### src/rtl/color_manager_sync_gen.sv
// Line timing generator: SYNC -> BACK -> ACTIVE -> FRONT with per-line latched lengths.
// Outputs are decoded from registered state, counter and shadow lengths only.
module color_manager_sync_gen #(
    parameter int SYNC_WIDTH       = 8,
    parameter int BACKPORCH_WIDTH  = 8,
    parameter int ACTIVE_WIDTH     = 12,
    parameter int FRONTPORCH_WIDTH = 8
) (
    input  logic                        Clk,
    input  logic                        Rst,
    input  logic                        Enable,
    input  logic [SYNC_WIDTH-1:0]       SyncLen,
    input  logic [BACKPORCH_WIDTH-1:0]  BackPorch,
    input  logic [ACTIVE_WIDTH-1:0]     ActiveLen,
    input  logic [FRONTPORCH_WIDTH-1:0] FrontPorch,
    output logic                        Sync,
    output logic                        Active,
    output logic [ACTIVE_WIDTH-1:0]     PixelCount,
    output logic                        LineDone
);

    localparam int SB_W  = (SYNC_WIDTH > BACKPORCH_WIDTH) ? SYNC_WIDTH : BACKPORCH_WIDTH;
    localparam int AF_W  = (ACTIVE_WIDTH > FRONTPORCH_WIDTH) ? ACTIVE_WIDTH : FRONTPORCH_WIDTH;
    localparam int CNT_W = (SB_W > AF_W) ? SB_W : AF_W;

    localparam logic [2:0] IDLE   = 3'd0;
    localparam logic [2:0] SYNC   = 3'd1;
    localparam logic [2:0] BACK   = 3'd2;
    localparam logic [2:0] ACTIVE = 3'd3;
    localparam logic [2:0] FRONT  = 3'd4;

    logic [2:0]                  state, state_n;
    logic [CNT_W-1:0]            cnt, cnt_n;
    logic [SYNC_WIDTH-1:0]       sync_sh;
    logic [BACKPORCH_WIDTH-1:0]  back_sh;
    logic [ACTIVE_WIDTH-1:0]     active_sh;
    logic [FRONTPORCH_WIDTH-1:0] front_sh;

    logic [CNT_W-1:0] sync_w, back_w, active_w, front_w, cur_len;
    logic [2:0]       next_phase;
    logic             phase_last, line_end, load;

    // First non-empty phase following cur; IDLE marks the end of the line.
    function automatic logic [2:0] phase_after(input logic [2:0] cur, input logic has_back,
                                               input logic has_active, input logic has_front);
        logic [2:0] nxt;
        nxt = IDLE;
        case (cur)
            SYNC:    nxt = has_back ? BACK : has_active ? ACTIVE : has_front ? FRONT : IDLE;
            BACK:    nxt = has_active ? ACTIVE : has_front ? FRONT : IDLE;
            ACTIVE:  nxt = has_front ? FRONT : IDLE;
            default: nxt = IDLE;
        endcase
        return nxt;
    endfunction

    // A zero sync length still yields a one-cycle pulse.
    assign sync_w   = (sync_sh == '0) ? CNT_W'(1) : CNT_W'(sync_sh);
    assign back_w   = CNT_W'(back_sh);
    assign active_w = CNT_W'(active_sh);
    assign front_w  = CNT_W'(front_sh);

    always_comb begin
        cur_len = CNT_W'(1);
        case (state)
            SYNC:    cur_len = sync_w;
            BACK:    cur_len = back_w;
            ACTIVE:  cur_len = active_w;
            FRONT:   cur_len = front_w;
            default: cur_len = CNT_W'(1);
        endcase
    end

    assign phase_last = (state != IDLE) && (cnt == cur_len - CNT_W'(1));
    assign next_phase = phase_after(state, back_w != '0, active_w != '0, front_w != '0);
    assign line_end   = phase_last && (next_phase == IDLE);

    always_comb begin
        state_n = state;
        cnt_n   = cnt + CNT_W'(1);
        load    = 1'b0;
        if (state == IDLE) begin
            cnt_n = '0;
            if (Enable) begin
                state_n = SYNC;
                load    = 1'b1;
            end
        end else if (line_end) begin
            cnt_n   = '0;
            state_n = Enable ? SYNC : IDLE;
            load    = Enable;
        end else if (phase_last) begin
            cnt_n   = '0;
            state_n = next_phase;
        end
    end

    always_ff @(posedge Clk) begin
        if (Rst) begin
            state     <= IDLE;
            cnt       <= '0;
            sync_sh   <= '0;
            back_sh   <= '0;
            active_sh <= '0;
            front_sh  <= '0;
        end else begin
            state <= state_n;
            cnt   <= cnt_n;
            if (load) begin
                sync_sh   <= SyncLen;
                back_sh   <= BackPorch;
                active_sh <= ActiveLen;
                front_sh  <= FrontPorch;
            end
        end
    end

    assign Sync       = (state == SYNC);
    assign Active     = (state == ACTIVE);
    assign PixelCount = (state == ACTIVE) ? cnt[ACTIVE_WIDTH-1:0] : '0;
    assign LineDone   = line_end;

endmodule

### config.mk
export PLATFORM = sky130hd
export DESIGN_NAME = color_manager_sync_gen
export DESIGN_NICKNAME = d
export VERILOG_FILES = /design/src/rtl/color_manager_sync_gen.sv
export SDC_FILE = /design/constraint.sdc
export NUM_CORES = 1
export LEC_CHECK = 0
export CORE_MARGIN = 1.5
export CORE_UTILIZATION = 59
export CTS_CLUSTER_SIZE = 8
export DETAILED_ROUTE_END_ITERATION = 16
export HOLD_SLACK_MARGIN = 0.05
export PLACE_DENSITY = 0.89
export SYNTH_ARGS = -nofsm -noshare
export SYNTH_HDL_FRONTEND = slang
export SYNTH_SLANG_ARGS = --single-unit
### constraint.sdc
create_clock -name Clk -period 12.1 [get_ports Clk]
set_clock_uncertainty 0.1 [all_clocks]
set_input_delay 2.42 -clock Clk [delete_from_list [all_inputs] [get_ports Clk]]
set_output_delay 2.42 -clock Clk [all_outputs]
set_load 0.01 [all_outputs]
==> results.json <==
{
  "holdPathEnd": "front_sh[4]",
  "ant_nets": 0,
  "dr.first_iter.drc_count": 127,
  "postPlaceCellArea_sq_um": 3890,
  "synth-edff-count": 0,
  "clock_tree.root_cell": "clkbuf_8",
  "postLayoutCellArea_sq_um": 4010,
  "synth_top_area_share_pct": 30.0,
  "min-delay-start": "front_sh[4]",
  "port_buffers": 53,
  "cts_tree": "yes",
  "r2r-start": "state[2]",
  "cts_buffer_depth": 2,
  "gp_congestion": 0.906,
  "start_kind": "flip-flop",
  "clkLatencyLatePin_ns": 0.30,
  "start_util_pct": 61.5,
  "h-tree-depth": 2,
  "synth_cells": 381,
  "max_freq_mhz": 141,
  "ys_ff_latch": 51,
  "r2r_setup_slack_ns": 7.51,
  "vias": 2899,
  "max_cap_viol_count": 0,
  "cts.clk_slew.worst_paths_ns": 0.09,
  "status": "complete, no violations",
  "postCtsSetupRepairBufs": 0,
  "antenna_found_initial": 0,
  "finalSetupTns_ns": 0,
  "synthArstFlopShare_pct": 0,
  "core_region_area_sq_um": 5540,
  "die_y_microns": 79.0,
  "grt_first_pass_wirelength_mm": 13.2,
  "grt_remaining_overflow": 0,
  "arrival_ns": 4.60,
  "synth_nets": 422,
  "rows": 27,
  "nets": 461,
  "synth_ff_type": "dfxtp_1",
  "wl_mm": 7.62,
  "yosysMostFrequentCell": "nand2b_1",
  "regArea_sq_um": 1020,
  "dp_slack_ns": 5.42,
  "maxSlewHeadroom_pct": 47.2,
  "holdPathStages": 2,
  "drtPass1Iterations": 4,
  "period_needed_ns": 7.12,
  "synth_common_cells": "nand2b_1 (74), dfxtp_1 (51), mux2i_1 (38)",
  "reg2regPathDepth": 12,
  "place_hpwl_mm": 5.65,
  "p_per_area_nw_per_um2": 98.8,
  "fillers": 453,
  "postSynthAreaPerCell_sq_um": 8.95,
  "viasPerCell": 5.88,
  "syn_to_final_growth_pct": 17.5,
  "ir_worst_vdd_mv": 0.0587,
  "setup_ws_ns": 4.98,
  "rsz0062_at_grt": "no",
  "ys_seq_area_share_pct": 30.0,
  "diodes": 0,
  "min_path_type": "reg2reg",
  "grt_usage_pct": 26.5,
  "yosys_warnings": 0,
  "post-route-period-util_pct": 58.8,
  "post-synth-top-area-cell": "dfxtp_1",
  "finalHoldViolations": 0,
  "die_w_microns": 79.0,
  "tightest_slew_ns": 0.791,
  "layout-drive-gt1-share_pct": 7.13,
  "power.leakage_nw": 1.52,
  "dieArea_sq_um": 6240,
  "grt_pass1_vias": 2870,
  "cp-end-kind": "primary output",
  "syn-cell-area_sq_um": 3410,
  "crit_fanout": 22,
  "holdBufCountCts": 0,
  "io_pins": 54,
  "worstReg2RegEnd": "active_sh[2]",
  "synth_cell_types": 65,
  "required_ns": 9.58,
  "multi_input_area_sq_um": 2190,
  "cts-resized-gates": 0,
  "drv_slew": 0,
  "finalSetupViolCount": 0,
  "grt_max_degree": 77,
  "critical_path_class": "reg2out",
  "synthTopCellsByArea": "dfxtp_1 (30%), nand2b_1 (14%), mux2i_1 (11%), xnor2_1 (3.9%), nor2_1 (2.5%)",
  "clock-sinks": 51,
  "numCtsBuffers": 5,
  "routedWlPerCell_microns": 15.4,
  "drc": 0
}
-- worst max-delay path by stage --
stage / slack [ns] / start / cells after the start / end
floorplan: 6.39 / state[0] / 14 / LineDone
global placement: 5.59 / state[0] / 11 / LineDone
global route: 4.70 / state[2] / 12 / LineDone
detailed placement: 5.42 / state[2] / 12 / LineDone
finish: 4.98 / state[2] / 12 / LineDone
CTS: 5.05 / state[2] / 12 / LineDone
-- kinds of logic (layout without fill, tap and decap cells) --
| kind of cell | count (synthesis) | in the layout | synth area share (%) |
|---|---|---|---|
| fa+ha+maj | 2 | 2 | 0.734 |
| xor+xnor | 25 | 25 | 6.83 |
| compound gates | 48 | 48 | 11.5 |
| simple gates | 182 | 182 | 33.2 |
| mux | 40 | 40 | 11.8 |
| buf+inv | 33 | 73 | 5.98 |
| flops | 51 | 51 | 30.0 |
-- final cells by class --
class / count / share of cell area, %
clock inverters: 2 / 0.875
multi-input cells: 297 / 54.7
inverters: 10 / 1.00
well taps: 72 / 2.25
repair buffers: 55 / 13.6
flip-flops and latches: 51 / 25.5
clock buffers: 6 / 2.06
-- worst max-delay path, cell delays in order (launching register included) --
cell,delay [ns]
dfxtp_1,0.83
nand3b_4,0.37
inv_4,0.11
a22o_1,0.27
or2_1,0.29
nor4_4,0.40
nand2_1,0.24
xnor2_1,0.23
a2111oi_4,0.45
nand4_4,0.23
nor2_1,0.18
and2_1,0.14
clkdlybuf4s50_1,0.53
-- state kept, by name (all words and copies together) (netlist names) --
name       flops
state          3
front_sh       8
back_sh        8
cnt           12
sync_sh        8
active_sh     12
-- per-stage QoR --
stage | hold slack (ns) | total power [mW] | utilization, % | instances
after floorplan | 0.349 | 0.253 | - | 381
final | 0.400 | 0.396 | 72.3 | 493
after detailed placement | 0.383 | 0.276 | 70.2 | 485
after global placement | 0.366 | 0.273 | 70.2 | 485
after global routing | 0.434 | 0.414 | 72.3 | 493
after CTS | 0.402 | 0.397 | 72.3 | 493
-- routing by layer --
metal  wire length, microns  track usage [%]
met5                      0                0
met3                    433             6.21
met2                   3840             46.4
met1                   3170             31.1
met4                    168             10.4
-- where the power goes --
group          total (mW)  internal (mW)  switching, mW
logic              0.0863         0.0456         0.0407
clock network       0.122         0.0669         0.0553
registers           0.187          0.177         0.0106
-- placed cells by master, fill, tap and decap left out, types with 4 or more instances in the layout --
master,n
mux2i_1,38
nand2b_1,74
a21oi_1,6
dfxtp_1,51
xor2_1,9
nand3_1,12
nor3_1,8
xnor2_1,15
clkbuf_8,6
nor2_1,23
inv_1,9
clkdlybuf4s50_1,53
and3_1,9
a22oi_1,4
nand2_1,10
nor4_1,8
a31oi_1,4
o21ai_0,4
and2_1,10
(Power assumes the default switching activity.)
